[src/rtl/accum_seq.sv]
// accum_seq: run-based accumulator with wrap/saturating add/sub modes.
// A run accepts up to LIMIT samples, then holds in DONE until cleared.
// All outputs come straight from registers, so din never reaches an
// output combinationally.
module accum_seq #(
    parameter int WIDTH = 2,
    parameter int LIMIT = 16
) (
    input  logic             clk,
    input  logic             reset,
    input  logic             enable,
    input  logic             clear,
    input  logic [1:0]       mode,
    input  logic [WIDTH-1:0] din,
    output logic [WIDTH-1:0] cod_out,
    output logic [WIDTH-1:0] sum_out,
    output logic [7:0]       count,
    output logic             valid,
    output logic             ovf,
    output logic             done
);

    typedef enum logic [1:0] {
        IDLE = 2'b00,
        RUN  = 2'b01,
        DONE = 2'b10
    } state_t;

    localparam logic [7:0] LIMIT_C = 8'(LIMIT);

    // One accumulation step: returns {overflow_event, new_sum}.
    // The event bit is the carry (add) or borrow (sub); in saturating
    // modes the same event selects the clamp value.
    function automatic logic [WIDTH:0] step_fn(
        input logic [WIDTH-1:0] acc,
        input logic [WIDTH-1:0] din_v,
        input logic [1:0]       mode_v
    );
        logic [WIDTH:0]   ext;
        logic [WIDTH-1:0] res;
        logic             evt;
        if (mode_v[0] == 1'b0) begin
            ext = {1'b0, acc} + {1'b0, din_v};
        end else begin
            ext = {1'b0, acc} - {1'b0, din_v};
        end
        evt = ext[WIDTH];
        case (mode_v)
            2'b00, 2'b01: res = ext[WIDTH-1:0];
            2'b10:        res = evt ? {WIDTH{1'b1}} : ext[WIDTH-1:0];
            2'b11:        res = evt ? {WIDTH{1'b0}} : ext[WIDTH-1:0];
            default:      res = ext[WIDTH-1:0];
        endcase
        return {evt, res};
    endfunction

    state_t           state_r;
    state_t           state_next_s;
    logic             accept_s;
    logic [7:0]       count_next_s;
    logic [WIDTH:0]   step_s;

    logic [WIDTH-1:0] cod_r;
    logic [WIDTH-1:0] sum_r;
    logic [7:0]       count_r;
    logic             valid_r;
    logic             ovf_r;
    logic             done_r;

    assign accept_s     = enable && !clear && (state_r != DONE);
    assign count_next_s = count_r + 8'd1;
    assign step_s       = step_fn(sum_r, din, mode);

    // State register.
    always_ff @(posedge clk or negedge reset) begin
        if (!reset) begin
            state_r <= IDLE;
        end else begin
            state_r <= state_next_s;
        end
    end

    // Next-state logic: clear always returns to IDLE; the sample that
    // brings count to LIMIT moves the run into DONE.
    always_comb begin
        state_next_s = state_r;
        if (clear) begin
            state_next_s = IDLE;
        end else begin
            case (state_r)
                IDLE, RUN: begin
                    if (accept_s) begin
                        if (count_next_s == LIMIT_C) begin
                            state_next_s = DONE;
                        end else begin
                            state_next_s = RUN;
                        end
                    end else begin
                        state_next_s = state_r;
                    end
                end
                DONE:    state_next_s = DONE;
                default: state_next_s = IDLE;
            endcase
        end
    end

    // Datapath and flag registers: load on acceptance, zero on clear.
    always_ff @(posedge clk or negedge reset) begin
        if (!reset) begin
            cod_r   <= {WIDTH{1'b0}};
            sum_r   <= {WIDTH{1'b0}};
            count_r <= 8'd0;
            valid_r <= 1'b0;
            ovf_r   <= 1'b0;
            done_r  <= 1'b0;
        end else if (clear) begin
            cod_r   <= {WIDTH{1'b0}};
            sum_r   <= {WIDTH{1'b0}};
            count_r <= 8'd0;
            valid_r <= 1'b0;
            ovf_r   <= 1'b0;
            done_r  <= 1'b0;
        end else if (accept_s) begin
            cod_r   <= din;
            sum_r   <= step_s[WIDTH-1:0];
            count_r <= count_next_s;
            valid_r <= 1'b1;
            ovf_r   <= ovf_r | step_s[WIDTH];
            done_r  <= (state_next_s == DONE);
        end else begin
            valid_r <= 1'b0;
            done_r  <= (state_next_s == DONE);
        end
    end

    assign cod_out = cod_r;
    assign sum_out = sum_r;
    assign count   = count_r;
    assign valid   = valid_r;
    assign ovf     = ovf_r;
    assign done    = done_r;

endmodule

[config.mk]
export PLATFORM = sky130hd
export DESIGN_NAME = accum_seq
export DESIGN_NICKNAME = d
export VERILOG_FILES = /design/src/rtl/accum_seq.sv
export SDC_FILE = /design/constraint.sdc
export NUM_CORES = 1
export LEC_CHECK = 0
export ABC_CLOCK_PERIOD_IN_PS = 1800
export CAP_MARGIN = 20
export CORE_MARGIN = 8
export CORE_UTILIZATION = 40
export CTS_BUF_LIST = sky130_fd_sc_hd__clkbuf_8
export DETAILED_ROUTE_END_ITERATION = 8
export GPL_TIMING_DRIVEN = 0
export PLACE_DENSITY = 0.78
export SLEW_MARGIN = 30
export SYNTH_ARGS = -nofsm -noshare
export SYNTH_HDL_FRONTEND = slang
export SYNTH_SLANG_ARGS = --single-unit
export TNS_END_PERCENT = 20
[constraint.sdc]
create_clock -name clk -period 1.8 [get_ports clk]
set_input_delay 0.27 -clock clk [delete_from_list [all_inputs] [get_ports clk]]
set_output_delay 0.27 -clock clk [all_outputs]
set_load 0.05 [all_outputs]
# Yosys cells after proc, flatten, opt, wreduce, memory -nomap -nowiden
# Cells that the tools add are included.
[word_totals] ff_bits=17 latchBits=0 ramBits=0 romBits=0 inputBits=8 out_inout_bits=15 wordCells=46 mem_count=0
[classes] addsub=3 mul=0 n_div=0 n_lt_le_gt_ge=0 eq_ne=8 shifts=0 muxes=19 n_bitwise=1 n_reduce_logical=8
[op_table] cell="2-bit 2-to-1 mux" count=9
[op_table] cell="8-bit 2-to-1 mux" count=2
[op_table] cell="8-bit by 1-bit adder with 8-bit output, second input constant" count=1
[op_table] cell="2-bit equality test, second input constant" count=4
[op_table] cell="8-bit by 5-bit equality test with 1-bit output, second input constant" count=1
[op_table] cell="2-bit case mux with 3 select lines" count=1
[op_table] cell="1-bit 2-to-1 mux" count=5
[op_table] cell="2-bit by 1-bit equality test with 1-bit output, second input constant" count=2
[op_table] cell="2-bit logical NOT" count=2
[op_table] cell="2-bit case mux with 2 select lines" count=1
[op_table] cell="2-bit OR reduction" count=2
[op_table] cell="2-bit by 2-bit adder with 3-bit output" count=1
[op_table] cell="3-bit 2-to-1 mux" count=1
[op_table] cell="2-bit by 2-bit subtractor with 3-bit output" count=1
[op_table] cell="1-bit logical AND" count=2
[op_table] cell="2-bit inequality test, second input constant" count=1
[op_table] cell="2-bit nonzero test" count=1
[op_table] cell="1-bit logical NOT" count=1
[op_table] cell="1-bit OR" count=1

# Depth between registers and ports, before layout
[depth] ltp_word=8 ltp_mapped=8

# Worst setup path after synthesis
# OpenSTA, ideal clock, no wires.
[synth_path] kind="register to register" start="reg sum_r[0], in the netlist sum_out[0]" end="reg sum_r[1], in the netlist sum_out[1]" setup_time_ps=78 arrival_time_ps=1845 required_time_ps=1722 slack_ps=-123 path_stages_with_launch=8 synth_period_minus_slack_ps=1923 path_cell_list="dfrtp_1 -> inv_1 -> ha_1 -> fa_1 -> and2_1 -> o21ai_0 -> nand3_1 -> a21oi_1"
[synth_via] elab_chain_len=6 word_cells_on_any_way=8 cone_classes="2 x add/sub; 6 x mux"
[synth_rtl] element="start, declared" line_no="64" source="logic [WIDTH-1:0] sum_r;"
[synth_rtl] element="start signal, assigned" line_no="112" source="sum_r <= {WIDTH{1'b0}};"
[synth_rtl] element="start signal, assigned" line_no="119" source="sum_r <= {WIDTH{1'b0}};"
[synth_rtl] element="start signal, assigned" line_no="126" source="sum_r <= step_s[WIDTH-1:0];"
[synth_rtl] element="2-bit by 2-bit adder with 3-bit output / 2-bit by 2-bit subtractor with 3-bit output (equally long branches)" line_no="43, 45"
[synth_rtl] element="3-bit 2-to-1 mux (*)" line_no="42" source="if (mode_v[0] == 1'b0) begin"
[synth_rtl] element="2-bit 2-to-1 mux, on equally long branches" line_no="51, 50"
[synth_rtl] element="2-bit case mux with 3 select lines (*)" line_no="48" source="case (mode_v)"
[synth_rtl] element="2-bit 2-to-1 mux (*)" line_no="124" source="end else if (accept_s) begin"
[synth_rtl] element="2-bit 2-to-1 mux (*)" line_no="117" source="end else if (clear) begin"
# Every way passes the cells marked *; elsewhere a longest branch is shown, timed or not. The select of a mux whose other input is x is not followed.
# A chain may end at the register's enable or synchronous reset.

# Worst setup path in the final report
[layout_path] start="reg sum_r[1], in the netlist sum_out[1]" end="out sum_out[1]"
[layout_lines] element="end, declared" line_no="16" source="output logic [WIDTH-1:0] sum_out,"
# No word-level cell between the ends.

==> results summary <==
The number of nets in the synthesized netlist is 112. Clock-pin slew was measured on the worst setup and hold paths at 0.07 ns. Counting flops with a built-in enable in the synthesized netlist gives 0.

Summed over all layers, the global routing overflow is 0. The area occupied by registers came out at 427 um2. The worst hold margin is 0.248 ns. The maximum vdd drop came out at 0.493 mV. The maximum buffer depth of the clock tree is 2. The transition at the pin with the smallest max-transition slack is 0.775 ns. The buffering stage count on the worst path with inverters included is 1. Data on the critical path is required at its endpoint by 1.53 ns. For this design the top-level I/O count stands at 23. Setup repair after global routing left no endpoint under its margin.

The area used by multi-input combinational logic is 498 um2. Summed over all layers, the routed wires come to 2250 um. The type of origin of the critical path is a flop. The total setup violations reported at the end of the flow came out at 0. The final worst-path setup slack is 0.0712 ns. The HPWL after detailed placement is 1670 um.

The pin count of the biggest net entering global routing came out at 18. The die outline area came out at approximately 0.0042 mm2. Counting the fill cells in the layout gives 209. The number of maximum-capacitance constraint violations is 0. The biggest fanout along the worst timing path came out at 3.

The clock tree skew after final layout is 0.00301 ns. The final critical path time including I/O delays and setup came out at around 1.7 ns. The power density over the cells is 730 mW/mm2. At the worst endpoint, the arrival time is 1.46 ns. CTS built an H-tree with a depth of 1. The first-pass iteration count of the detailed router came out at 4. In this run the tightest slew margin relative to its limit is 48.2%. The largest single stage delay on the critical path is 0.82 ns. The TritonCTS sink count came out at 17. Timing would allow up to approximately 0.58 GHz. The run finished with clean final reports. TritonCTS built the clock tree. Once the floorplan was initialized, standard cells occupied 42.5% of the core. The number of nets in the finished design is about 140. The starting DRC count in detailed routing is 20. Among all cell types in the netlist, the one instantiated most often is sky130_fd_sc_hd__dfrtp_1. In this run, CTS created clock tree buffers numbering 3. The fraction of synthesized cell area taken by the top area cell type is 45.2%. Once layout is complete, the utilization of the core stands at between 50% and 60%.

Yosys printed 0 warnings. Counting every instance in the synthesized netlist gives 100. The clock root buffer master is sky130_fd_sc_hd__clkbuf_8. After detailed routing, the number of remaining DRC violations is 0.

In this run, synthesis produced a sequential element count of 17. The area of the core is ~0.0022 mm2. The number of pins with negative max-slew slack in the final report is 0. The via-per-instance ratio is 5.18. The share of synthesized registers carrying an async set or reset is 100%. For this design, the slowest cell found on the critical path is sky130_fd_sc_hd__clkdlybuf4s50_1. The design draws 919 uW.

The count of port buffers added during placement came out at 21. The global placement routability congestion is 0.874. The worst setup path is of the reg2out kind. The leakage power is 0.610 nW.

The horizontal die dimension came out at 64.5 um. The share of post-route cells with drive strength above 1 is 14.3%. Sorting the synthesized cells by how often they occur yields sky130_fd_sc_hd__dfrtp_1 (17), sky130_fd_sc_hd__nor2_1 (13), sky130_fd_sc_hd__nand2_1 (12).

Traced cell by cell, the critical path runs through clkdlybuf4s50_1. The most used flip-flop cell after synthesis is sky130_fd_sc_hd__dfrtp_1. The final clock period utilization by the worst path is a little over nine tenths.

Ranked by total cell area, the synthesized netlist is headed by sky130_fd_sc_hd__dfrtp_1 (45%), sky130_fd_sc_hd__nor2_1 (5.2%), sky130_fd_sc_hd__nand2_1 (4.8%). The combined global-route utilization of all metal layers came out at approximately 11%. The via count of the first global-routing pass is 862.

The final hold violation count came to 0. The number of diodes came out at 0. The synthesized area is 941 um2. Clock latency on the worst-skew pair, taken at its later pin, is roughly 0.25 ns.

The total via count in the routed design is 798. Synthesis instantiated 28 different standard cells from the library. The wire length per cell is approximately 15 um. The floorplan step set the die height to 64.5 um.

The post-synthesis cell type with the largest combined area is sky130_fd_sc_hd__dfrtp_1. The worst slack after detailed placement came out at -0.668 ns. The number of antenna violations at the first check in global routing is 0. Once detail routing completed, the nets flagged for antenna violations numbered 0. The sequential share of the synthesized area is 45.2%. The average cell area after synthesis is 9.41 um2. The layout-stage area growth over the synthesis result came out at 33.8%. STA classifies the critical path endpoint as a primary output. Grouping stages by cell kind, the critical path spends the most delay in buffers and inverters. The row count came out at 17. The class of the tightest hold or removal check is in2reg.

The wire length of the first global-routing pass is 3840 um.
[worst reg2reg max path, delay by kind of cell, from the launching register on]
kind	cells	cell delay, ns
xor+xnor	1	0.19
compound gates	2	0.30
fa+ha+maj	2	0.60
simple gates	1	0.08
flops	1	0.37
buf+inv	1	0.04
[metrics by stage]
step                std cells  instance area, um2  setup TNS, ns
global route              154                1260              0
finish                    154                1260              0
CTS                       154                1250              0
floorplan                 100                 945              0
global placement          149                1190          -1.69
detailed placement        149                1190          -1.93
[cells in the final DEF, fill, tap and decap left out, types with 2 or more instances in the layout]
cell type and instances:
sky130_fd_sc_hd__xnor2_1 4, sky130_fd_sc_hd__buf_6 3, sky130_fd_sc_hd__nor2_1 13, sky130_fd_sc_hd__xor2_1 5
sky130_fd_sc_hd__dfrtp_1 16, sky130_fd_sc_hd__o21ai_1 3, sky130_fd_sc_hd__inv_1 5, sky130_fd_sc_hd__nand3_1 7
sky130_fd_sc_hd__a31o_2 2, sky130_fd_sc_hd__clkbuf_1 2, sky130_fd_sc_hd__nor2b_1 2, sky130_fd_sc_hd__inv_2 2
sky130_fd_sc_hd__dlymetal6s2s_1 3, sky130_fd_sc_hd__nand2_1 12, sky130_fd_sc_hd__clkdlybuf4s50_1 10, sky130_fd_sc_hd__ha_1 3
sky130_fd_sc_hd__a21oi_1 7, sky130_fd_sc_hd__clkbuf_8 3, sky130_fd_sc_hd__mux2_4 2, sky130_fd_sc_hd__dlygate4sd2_1 6
[kinds of logic (layout without fill, tap and decap cells)]
group / Yosys count / in the layout / synth area share, %
xor+xnor: 9 / 9 / 8.38
simple gates: 43 / 43 / 22.9
compound gates: 17 / 17 / 11.4
fa+ha+maj: 4 / 4 / 6.12
mux: 2 / 2 / 2.79
flops: 17 / 17 / 45.2
buf+inv: 8 / 34 / 3.19
[cell type report]
cell class              instances  share of cell area (%)
plain buffers                   2                   0.596
clock buffers                   3                    3.28
clock inverters                 1                   0.298
inverters                       6                    1.79
multi-input cells              75                    39.6
flip-flops and latches         17                    33.9
well taps                      28                    2.78
repair buffers                 22                    17.8
[state kept, by name, indices dropped and copies added, names as in the netlist]
name,count
sum_out,2
count,8
done,1
valid,1
cod_out,2
state_r,2
ovf,1
[path summary, 6_finish.rpt]
path,start,end,slack (ns),cells past startpoint
worst max register to register,sum_out[0],sum_out[0],0.15,7
worst min-delay path,din[0],cod_out[0],0.25,3
worst max-delay path,sum_out[1],sum_out[1],0.07,1
min in group asynchronous,reset,count[3],0.47,1
worst min register to register,cod_out[1],cod_out[1],0.52,2
max in group asynchronous,reset,sum_out[0],0.80,1
[metal layers]
metal / vias up / wire, um / global-route usage, %
li1: 391 / - / -
met1: 378 / 983 / 11.9
met2: 25 / 1080 / 19.3
met3: 4 / 164 / 4.64
met4: 0 / 22 / 4.09
met5: - / 0 / 0
[power breakdown]
| part | switching [mW] | leakage [nW] | internal, mW |
|---|---|---|---|
| logic | 0.133 | 0.354 | 0.0846 |
| clock network | 0.134 | 0.0269 | 0.152 |
| registers | 0.0160 | 0.229 | 0.399 |
| total | 0.284 | 0.610 | 0.635 |
[what timing repair did]
| item | 4_1_cts | 5_1_grt |
|---|---|---|
| gates resized for setup | 25 | 3 |
| pin swaps | 8 | 1 |
| setup endpoints to repair | 8 | 5 |
| buffers inserted | 1 | 0 |
| hold buffers | 0 | 0 |
(Power assumes the default switching activity.)
